### config.mk
export PLATFORM = sky130hd
export DESIGN_NAME = issue_scheduler
export DESIGN_NICKNAME = d
export VERILOG_FILES = /design/src/rtl/dual_pkg.sv /design/src/rtl/inst_predecode.sv /design/src/rtl/issue_scheduler.sv
export SDC_FILE = /design/constraint.sdc
export NUM_CORES = 1
export LEC_CHECK = 0
export BUFFER_PORTS_ARGS = -buffer_cell sky130_fd_sc_hd__buf_4
export CAP_MARGIN = 20
export CORE_MARGIN = 3
export CORE_UTILIZATION = 50
export CTS_CLUSTER_SIZE = 24
export DETAILED_ROUTE_END_ITERATION = 6
export PLACE_DENSITY = 0.68
export SETUP_SLACK_MARGIN = 0.02
export SLEW_MARGIN = 5
export SYNTH_ARGS = -nofsm -noshare
export SYNTH_HDL_FRONTEND = slang
export SYNTH_SLANG_ARGS = --single-unit
### constraint.sdc
create_clock -name clk -period 8.3 [get_ports clk]
set_clock_uncertainty 0.2 [all_clocks]
set_input_delay 0.83 -clock clk [delete_from_list [all_inputs] [get_ports clk]]
set_output_delay 0.83 -clock clk [all_outputs]
set_load 0.01 [all_outputs]
### src/rtl/dual_pkg.sv
`default_nettype none
// ============================================================================
// Module      : dual_pkg
// Description : Shared opcode/funct constants and predecode record for the
//               dual-issue front end.
// Revision    : 1.0 - initial release
// ============================================================================
package dual_pkg;

  // Primary opcodes
  localparam logic [5:0] OP_RTYPE  = 6'h00;
  localparam logic [5:0] OP_REGIMM = 6'h01;
  localparam logic [5:0] OP_J      = 6'h02;
  localparam logic [5:0] OP_JAL    = 6'h03;
  localparam logic [5:0] OP_BEQ    = 6'h04;
  localparam logic [5:0] OP_BNE    = 6'h05;
  localparam logic [5:0] OP_BLEZ   = 6'h06;
  localparam logic [5:0] OP_BGTZ   = 6'h07;
  localparam logic [5:0] OP_LUI    = 6'h0F;

  // R-type function codes
  localparam logic [5:0] FN_SLL    = 6'h00;
  localparam logic [5:0] FN_SRL    = 6'h02;
  localparam logic [5:0] FN_SRA    = 6'h03;
  localparam logic [5:0] FN_JR     = 6'h08;
  localparam logic [5:0] FN_JALR   = 6'h09;
  localparam logic [5:0] FN_MFHI   = 6'h10;
  localparam logic [5:0] FN_MTHI   = 6'h11;
  localparam logic [5:0] FN_MFLO   = 6'h12;
  localparam logic [5:0] FN_MTLO   = 6'h13;
  localparam logic [5:0] FN_MULT   = 6'h18;
  localparam logic [5:0] FN_MULTU  = 6'h19;
  localparam logic [5:0] FN_DIV    = 6'h1A;
  localparam logic [5:0] FN_DIVU   = 6'h1B;

  localparam logic [4:0] REG_RA    = 5'd31;

  typedef struct packed {
    logic       is_branch;
    logic       is_mem;
    logic       is_hilo;
    logic [4:0] dest;
    logic [4:0] rs;
    logic [4:0] rt;
    logic       reads_rs;
    logic       reads_rt;
  } predecode_t;

endpackage
`default_nettype wire

### src/rtl/inst_predecode.sv
`default_nettype none
// ============================================================================
// Module      : inst_predecode
// Description : Combinational classification of one instruction for the
//               pairing checks (control flow, memory, HI/LO, register use).
// Revision    : 1.0 - initial release
// ============================================================================
module inst_predecode
  import dual_pkg::*;
#(
  parameter int INST_W = 32
) (
  input  logic [INST_W-1:0] inst,
  output predecode_t        pd
);

  logic [5:0] op;
  logic [5:0] fn;
  logic [4:0] rs;
  logic [4:0] rt;
  logic [4:0] rd;

  assign op = inst[31:26];
  assign rs = inst[25:21];
  assign rt = inst[20:16];
  assign rd = inst[15:11];
  assign fn = inst[5:0];

  // Immediate/shamt fields play no part in pairing.
  logic unused_fields;
  assign unused_fields = ^inst;

  // Decode class, destination and source usage from opcode/funct.
  always_comb begin
    pd          = '0;
    pd.rs       = rs;
    pd.rt       = rt;
    case (op)
      OP_RTYPE: begin
        pd.dest     = rd;
        pd.reads_rs = 1'b1;
        pd.reads_rt = 1'b1;
        case (fn)
          FN_SLL, FN_SRL, FN_SRA: pd.reads_rs = 1'b0;
          FN_JR: begin
            pd.is_branch = 1'b1;
            pd.dest      = 5'd0;
            pd.reads_rt  = 1'b0;
          end
          FN_JALR: begin
            pd.is_branch = 1'b1;
            pd.reads_rt  = 1'b0;
          end
          FN_MFHI, FN_MFLO: begin
            pd.is_hilo  = 1'b1;
            pd.reads_rs = 1'b0;
            pd.reads_rt = 1'b0;
          end
          FN_MTHI, FN_MTLO: begin
            pd.is_hilo  = 1'b1;
            pd.dest     = 5'd0;
            pd.reads_rt = 1'b0;
          end
          FN_MULT, FN_MULTU, FN_DIV, FN_DIVU: begin
            pd.is_hilo = 1'b1;
            pd.dest    = 5'd0;
          end
          default: ;
        endcase
      end
      OP_REGIMM: begin
        pd.is_branch = 1'b1;
        pd.reads_rs  = 1'b1;
      end
      OP_J:   pd.is_branch = 1'b1;
      OP_JAL: begin
        pd.is_branch = 1'b1;
        pd.dest      = REG_RA;
      end
      OP_BEQ, OP_BNE: begin
        pd.is_branch = 1'b1;
        pd.reads_rs  = 1'b1;
        pd.reads_rt  = 1'b1;
      end
      OP_BLEZ, OP_BGTZ: begin
        pd.is_branch = 1'b1;
        pd.reads_rs  = 1'b1;
      end
      default: begin
        if (op[5:3] == 3'b001) begin
          // I-type ALU; lui has no register source
          pd.dest     = rt;
          pd.reads_rs = (op != OP_LUI);
        end else if (op[5:3] == 3'b100) begin
          // loads
          pd.is_mem   = 1'b1;
          pd.dest     = rt;
          pd.reads_rs = 1'b1;
        end else if (op[5:3] == 3'b101) begin
          // stores
          pd.is_mem   = 1'b1;
          pd.reads_rs = 1'b1;
          pd.reads_rt = 1'b1;
        end
      end
    endcase
  end

endmodule
`default_nettype wire

### src/rtl/issue_scheduler.sv
`default_nettype none
// ============================================================================
// Module      : issue_scheduler
// Description : Circular instruction queue between fetch and decode that
//               issues up to two instructions per cycle to the master and
//               slave decode lanes under pairing rules.
// Revision    : 1.0 - initial release
// ============================================================================
module issue_scheduler
  import dual_pkg::*;
#(
  parameter int DEPTH  = 8,
  parameter int INST_W = 32,
  parameter int PC_W   = 32
) (
  input  logic                     clk,
  input  logic                     rst,
  input  logic [1:0]               push_valid,
  input  logic [INST_W-1:0]        push_inst0,
  input  logic [INST_W-1:0]        push_inst1,
  input  logic [PC_W-1:0]          push_pc0,
  input  logic [PC_W-1:0]          push_pc1,
  output logic                     fetch_ready,
  input  logic                     flush,
  input  logic                     stall_master,
  input  logic                     stall_slave,
  output logic                     issue0_valid,
  output logic [INST_W-1:0]        issue0_inst,
  output logic [PC_W-1:0]          issue0_pc,
  output logic                     issue1_valid,
  output logic [INST_W-1:0]        issue1_inst,
  output logic [PC_W-1:0]          issue1_pc,
  output logic [$clog2(DEPTH):0]   q_count
);

  localparam int AW = $clog2(DEPTH);

  logic [INST_W-1:0] mem_inst [DEPTH];
  logic [PC_W-1:0]   mem_pc   [DEPTH];

  logic [AW-1:0] head;
  logic [AW-1:0] tail;
  logic [AW:0]   count;
  logic [AW-1:0] head_p1;
  logic [AW-1:0] tail_p1;
  logic          push_en;
  logic [1:0]    npush;
  logic [1:0]    npop;
  logic [AW:0]   count_next;

  predecode_t pd0;
  predecode_t pd1;

  assign head_p1     = head + AW'(1);
  assign tail_p1     = tail + AW'(1);
  assign q_count     = count;
  assign fetch_ready = (count <= (AW+1)'(DEPTH-2));
  assign push_en     = fetch_ready && !flush;
  assign npush       = push_en ? ({1'b0, push_valid[0]} + {1'b0, push_valid[1]}) : 2'd0;

  assign issue0_inst = mem_inst[head];
  assign issue0_pc   = mem_pc[head];
  assign issue1_inst = mem_inst[head_p1];
  assign issue1_pc   = mem_pc[head_p1];

  inst_predecode #(.INST_W(INST_W)) u_pd0 (.inst(issue0_inst), .pd(pd0));
  inst_predecode #(.INST_W(INST_W)) u_pd1 (.inst(issue1_inst), .pd(pd1));

  // The master instruction's source fields are irrelevant to pairing.
  logic unused_pd0;
  assign unused_pd0 = ^{pd0.rs, pd0.rt, pd0.reads_rs, pd0.reads_rt};

  // Pairing decision for the slave slot and the resulting pop count.
  always_comb begin
    logic raw;
    logic waw;
    raw = (pd0.dest != 5'd0) &&
          ((pd1.reads_rs && (pd1.rs == pd0.dest)) ||
           (pd1.reads_rt && (pd1.rt == pd0.dest)));
    waw = (pd0.dest != 5'd0) && (pd0.dest == pd1.dest);
    issue0_valid = (count >= (AW+1)'(1));
    issue1_valid = (count >= (AW+1)'(2)) && !stall_slave &&
                   !pd1.is_branch && !pd0.is_branch &&
                   !(pd0.is_mem && pd1.is_mem) &&
                   !(pd0.is_hilo && pd1.is_hilo) &&
                   !raw && !waw;
    npop = stall_master ? 2'd0 : ({1'b0, issue0_valid} + {1'b0, issue1_valid});
    count_next = count + (AW+1)'(npush) - (AW+1)'(npop);
  end

  // Queue pointers and occupancy; flush empties the queue on the next edge.
  always_ff @(posedge clk or posedge rst) begin
    if (rst) begin
      head  <= '0;
      tail  <= '0;
      count <= '0;
    end else if (flush) begin
      head  <= '0;
      tail  <= '0;
      count <= '0;
    end else begin
      head  <= head + AW'(npop);
      tail  <= tail + AW'(npush);
      count <= count_next;
    end
  end

  // Queue storage writes; contents are not reset.
  always_ff @(posedge clk) begin
    if (push_en && push_valid[0]) begin
      mem_inst[tail] <= push_inst0;
      mem_pc[tail]   <= push_pc0;
    end
    if (push_en && push_valid[1]) begin
      mem_inst[tail_p1] <= push_inst1;
      mem_pc[tail_p1]   <= push_pc1;
    end
  end

endmodule
`default_nettype wire

==> results of run 1 <==
state kept, by name, indices dropped and copies added, names as in the netlist:
register and count:
head 3, mem_inst 256, mem_pc 256, q_count 4, tail 3
power by group through the flow:
stage          registers (W)  clock network [W]  logic [W]
2_1_floorplan        0.00322                  0    0.00334
3_3_place_gp         0.00330                  0    0.00496
3_5_place_dp         0.00331                  0    0.00501
4_1_cts              0.00326            0.00242    0.00503
5_1_grt              0.00328            0.00254    0.00536
6_report             0.00326            0.00238    0.00504
critical path, delay by kind of cell, from the launching register on:
| kind | cells | cell delay (ns) |
|---|---|---|
| AOI/OAI and AO/OA | 5 | 1.25 |
| xor gates and xnor gates | 1 | 0.14 |
| adders and majority gates | 3 | 0.86 |
| buffers and inverters | 3 | 0.79 |
| DFF | 1 | 0.76 |
| muxes | 2 | 1.19 |
| and+or+nand+nor | 6 | 1.02 |
layer usage:
| layer | GRT usage | share of wire |
|---|---|---|
| met5 | 0 | 0.00062 |
| met4 | 0.0735 | 0.027 |
| met3 | 0.0647 | 0.083 |
| met2 | 0.474 | 0.50 |
| met1 | 0.364 | 0.39 |
through the flow:
step,setup slack (ns),hold WS (ns),util
3_5_place_dp,1.90,0.521,0.558
3_3_place_gp,2.02,0.537,0.558
5_1_grt,1.50,0.0240,0.586
2_1_floorplan,1.22,0.412,-
4_1_cts,1.90,0.00852,0.586
6_report,1.92,0.0146,0.587
cell families (layout without fill, tap and decap cells):
| kind of cell | Yosys count | in the layout | share of synthesized area |
|---|---|---|---|
| multiplexers | 855 | 855 | 0.398 |
| buffers and inverters | 172 | 440 | 0.0249 |
| adder cells (fa/ha/maj) | 21 | 21 | 0.00908 |
| flip-flops | 522 | 522 | 0.502 |
| XOR/XNOR | 22 | 22 | 0.00643 |
| AO/OA/AOI/OAI | 69 | 69 | 0.0157 |
| other | 0 | 10 | 0 |
| AND/OR/NAND/NOR | 305 | 305 | 0.0446 |
layout make-up:
cell class,count,area (um2),share of cell area
diodes,10,25.0,0.000699
clock buffers,73,1510,0.0421
clock inverters,32,196,0.00549
inverters,28,105,0.00294
multi-input cells,1272,15000,0.418
flip-flops and latches,522,15600,0.437
well taps,828,1040,0.0289
repair buffers,307,2350,0.0656
path summary, 6_finish.rpt:
path	from	end	cells past startpoint
setup / recovery	head[1]$_DFF_PP0_	q_count[3]$_DFF_PP0_	20
hold / removal	rst	tail[0]$_DFF_PP0_	2
setup reg to reg	head[1]$_DFF_PP0_	q_count[3]$_DFF_PP0_	20
hold reg to reg	q_count[0]$_DFF_PP0_	q_count[0]$_DFF_PP0_	2
max in group asynchronous	rst	head[1]$_DFF_PP0_	2
min in group clk	flush	q_count[3]$_DFF_PP0_	2
cell usage in the layout (no fill, tap or decap), drive strengths merged, types with 6 or more instances in the layout:
cell      n
nor3     18
nor3b    12
diode    10
clkbuf   73
o21ai    15
nand4     6
clkinv   27
inv      30
mux2i    31
mux2    578
xnor2    16
nor2b     8
nand3b    7
nor2     52
dfrtp    10
edfxtp  512
nand3     6
nor4      6
a31oi     7
a21oi    12
mux4    246
xor2      6
buf     307
nand2   175
ha       13
==> results.md, run 1 <==
* Status: finished clean
* Port Buffers at 269
* DRC at 0
* Max-Cap Viols at 0
* Initial DRC count at 1,836
* Cells after DPL at between 2,000 and 3,000
* Mapped cell area at 31,200 um2
* Area growth syn-to-layout at 14.9%
* Int Pwr at ~0.0068 W
* CP cell instances: buf_4 -> mux4_2 -> mux2i_1 -> and3_1 -> o21ai_1 -> o211a_1 -> or3_1 -> nand4_1 -> nor4b_2 -> a211oi_2 -> ha_1 -> nand2b_1 -> inv_1 -> fa_1 -> inv_1 -> ha_1 -> a21o_1 -> a21oi_1 -> xnor2_1 -> nor2_1
* P_sw at 0.00385 W
* Pwr dens at 298 nW/um2
* Overall die height at 256 um
* Max incr delay on CP at 0.76 ns
* Total GRT Usage at 0.279
* Post-Layout Inst Area at 35,800 um2
* Vias in the first global route at 20,814
* Crit path arrival time at roughly 6.7 ns
* Hpwl dp at roughly 56,000 um
* Die area at 65,300 um2
* Pin count of the biggest net entering global routing at 122
* CTS Hold Bufs at 0
* Final setup viols at 0
* EDFF count, synth at 512
* Setup tns final at 0 ns
* Via count at 19,820
* Average size of a mapped cell at 15.8 um2
* Share of flip-flops with an asynchronous set or reset at 0.0192
* Gp weighted congestion at 0.933
* Detailed Route WL at 92,300 um
* Power share of the clock group at 0.223
* Drt first pass iters at 5
* Synth area leader: edfxtp_1
* FMAX at 157 MHz
* Register bit total from synthesis at 522
* Chip width at 256 um
* CP endpoint kind: flop
* Synth warn at 0
* Final critical-path required period at 6.38 ns
* H-tree levels at 2
* Grt ovf at 0
* Initial antenna violation count at 11
* HP Class: input pin to async pin
* Library cells used by synthesis at between 60 and 70
* Slew headroom at 0.290
* Least-Margin Pin Slew at 1.07 ns
* CTS Root Cell: clkbuf_16
* CP Class: flop to flop
* Switching Fraction at 0.361
* Final hold violation count at 0
* R2R Setup Slk at 1.92 ns
* CP required at roughly 8.6 ns
* Commonest cells in the netlist: mux2_2, edfxtp_1, mux4_2, nand2_1, clkbuf_1
* Clock-pin slew on the worst setup and hold paths at 0.06 ns
* Post-cts resize count at 0
* Setup Buffers After CTS at 0
* Fin cells at 3,072
* Register area share after synthesis at 0.502
* Number of I/O pins at 270
* Combinational Power Share at 0.472
* CTS max path bufs at 3
* Worst VDD drop at 197 uV
* First-pass GRT wire length at 137,000 um
* Starting Density at 0.510
* Post-Synthesis Cells at 1,966
* Top cells by area, synth: edfxtp_1, mux2_2, mux4_2, nand2_1, mux2i_1
* Nets at around 2,300
* Startpoint types: flop
* Crit-path max FO at 33
* TritonCTS Buffers at 57
* Worst-path cell with the longest stage delay: dfrtp_4
* # fillers at 4,859
* Top-count cell post-synth: mux2_2
* Layout cells sized above 1 at 0.551
* TritonCTS clock tree: built
* Top-area cell type share of the netlist area at 0.493
* Core ar. at 61,000 um2
* Fin crit share at 0.768
* Wirelength per Cell at 30.1 um
* Syn nets at 2,118
* Core Rows at 90
* Dominant synthesized flop cell: edfxtp_1
* Sequential power share at 0.305
* Design Power at roughly 0.011 W
* Unrepaired setup endpoints after global routing: false
* ANT nets after route at 0
* Placed Instance Area at between 30,000 and 40,000 um2
* Skew-Pair Late Insertion Delay at around 0.64 ns
* Vias per cell at 6.45
* Clock sinks at 522
* Pleak at approximately 12 nW
* Max Slew Vio Count at 0
Power figures use the tool's default switching activity.
==> run 2: changes to the inputs <==
==> constraint.sdc (replaced) <==
create_clock -name clk -period 5.9 [get_ports clk]
set_clock_uncertainty 0.2 [all_clocks]
set_input_delay 0.59 -clock clk [delete_from_list [all_inputs] [get_ports clk]]
set_output_delay 0.59 -clock clk [all_outputs]
set_load 0.01 [all_outputs]
==> run 2 against run 1 <==
Combinational power is 48% higher. Fmax up 13%. Die area did not move. Clock power grew 56%. Setup slack worse by 1.7 ns. Register-to-register slack worse by 1.7 ns. First-iteration DRC count is 11% lower. Global-route usage fell by 0.19 points. Flip-flop and latch count did not move. Total power is 47% higher. Non-clock buffer count increased by 40. Largest cell class unchanged. Critical path depth up 5.
==> results.md, run 2 (synthesis gave the netlist of run 1 again) <==
* DRC at 0
* Worst VDD drop at 288 uV
* Commonest cells after routing, fill and taps aside: mux2_2, edfxtp_1, buf_4, mux4_2, nand2_1
* TritonCTS Buffers at 59
* Port Buffers at 269
* Status: finished clean
* FF+latch area at 15,600 um2
* CP delay by family, top: adder cells
* Via count at slightly below 20,000
* Crit path arrival time at 5.95 ns
* Core ar. at 61,000 um2
* CTS max path bufs at 3
* Final setup viols at 0
* Least-Margin Pin Slew at 1.02 ns
* Cells after DPL at 2,981
* Fin cells at 3,117
* Area growth syn-to-layout at 17.2%
* CP Class: flop to flop
* Unrepaired setup endpoints after global routing: false
* Design Power at about 0.016 W
* Hold Crit Depth at 2
* Initial antenna violation count at 12
* Number of I/O pins at 270
* Chip width at 256 um
* Clock-pin slew on the worst setup and hold paths at approximately 0.060 ns
* Final critical-path required period at approximately 5.6 ns
* Layout cells sized above 1 at 0.562
* Worst-path cell with the longest stage delay: dfrtp_4
* HP Class: input pin to flop
* Total GRT Usage at 0.277
* Gp weighted congestion at 0.891
* Pwr dens at 429 nW/um2
* Final hold violation count at 0
* Overall die height at around 260 um
* TritonCTS clock tree: built
* Startpoint types: flop
* Grt ovf at 0
* Vias in the first global route at 20,959
* Core Rows at 90
* Levels on crit path at 25
* First-pass GRT wire length at 136,000 um
* ANT nets after route at 0
* Slew headroom at 0.320
* Area of the multi-input gates at 15,000 um2
* Fin crit share at 0.955
* # fillers at 4,733
* CP endpoint kind: flop
* CTS Root Cell: clkbuf_16
* Pin count of the biggest net entering global routing at 93
* Vias per cell at ~6.4
* Fin util at 0.598
* Detailed Route WL at around 92,000 um
* H-tree levels at 2
* Wirelength per Cell at just under 30 um
* Starting Density at 0.510
* Setup tns final at 0 ns
* CP required at 6.21 ns
* Nets at 2,382
* Max Slew Vio Count at 0
* Clock sinks at between 500 and 600
* Leading cell type in the layout, fill and taps excluded: mux2_2
* Hold_ws at 0.102 ns
* Crit-path max FO at 11
* Drt first pass iters at 5
* Skew-Pair Late Insertion Delay at approximately 0.64 ns
* Hpwl dp at around 56,000 um
* Buffers & Inverters on Critical Path at 6
* FMAX at 177 MHz
* Max-Cap Viols at 0
* Die area at 65,300 um2
* R2R Setup Slk at 0.26 ns
* Initial DRC count at 1,633
* Max incr delay on CP at approximately 0.52 ns
* Worst r2r path cells at 25
* Pleak at 12.5 nW
==> run 2: area by class of cell <==
type,instances,share of cell area
Antenna cell,8,0.000548
Clock buffer,71,0.0420
Clock inverter,41,0.0108
Inverter,28,0.00295
Multi-Input combinational cell,1272,0.410
Sequential cell,522,0.428
Tap cell,828,0.0284
Timing Repair Buffer,347,0.0768
==> run 2: metrics by stage <==
step | worst slack [ns] | area [um2]
finish | 0.265 | 36500
global route | 0.0116 | 36500
CTS | 0.194 | 36300
detailed placement | 0.238 | 34400
global placement | 0.282 | 34300
floorplan | 0.625 | 31200
==> run 2: path summary, 6_finish.rpt <==
kind / from / end
max in group asynchronous: rst / head[0]$_DFF_PP0_
worst min register to register: q_count[0]$_DFF_PP0_ / q_count[0]$_DFF_PP0_
worst min-delay path: push_pc1[4] / mem_pc[3][4]$_DFFE_PP_
worst max register to register: head[1]$_DFF_PP0_ / q_count[3]$_DFF_PP0_
min in group asynchronous: rst / head[2]$_DFF_PP0_
worst max-delay path: head[1]$_DFF_PP0_ / q_count[3]$_DFF_PP0_
==> run 2: per-layer routing <==
metal	track usage	vias up	part of all wire
met5	0	-	0.00055
met4	0.0922	8	0.032
met3	0.0743	171	0.089
met2	0.465	830	0.49
met1	0.353	10325	0.39
li1	-	8495	-
==> run 2: what timing repair did <==
| item | 4_1_cts | 5_1_grt |
|---|---|---|
| hold buffers | 2 | 0 |
| endpoints found under the hold margin | 17 | 0 |
| buffers inserted | 0 | 13 |
| endpoints found under the setup margin | 0 | 3 |
| gates resized for setup | 0 | 11 |
==> run 2: power by group <==
part	internal (W)	total (W)	switching [W]	leakage (nW)
clock	0.00215	0.00372	0.00156	0.952
combinational	0.00359	0.00744	0.00385	6.76
sequential	0.00436	0.00450	0.000136	4.77
total	0.0101	0.0157	0.00555	12.5
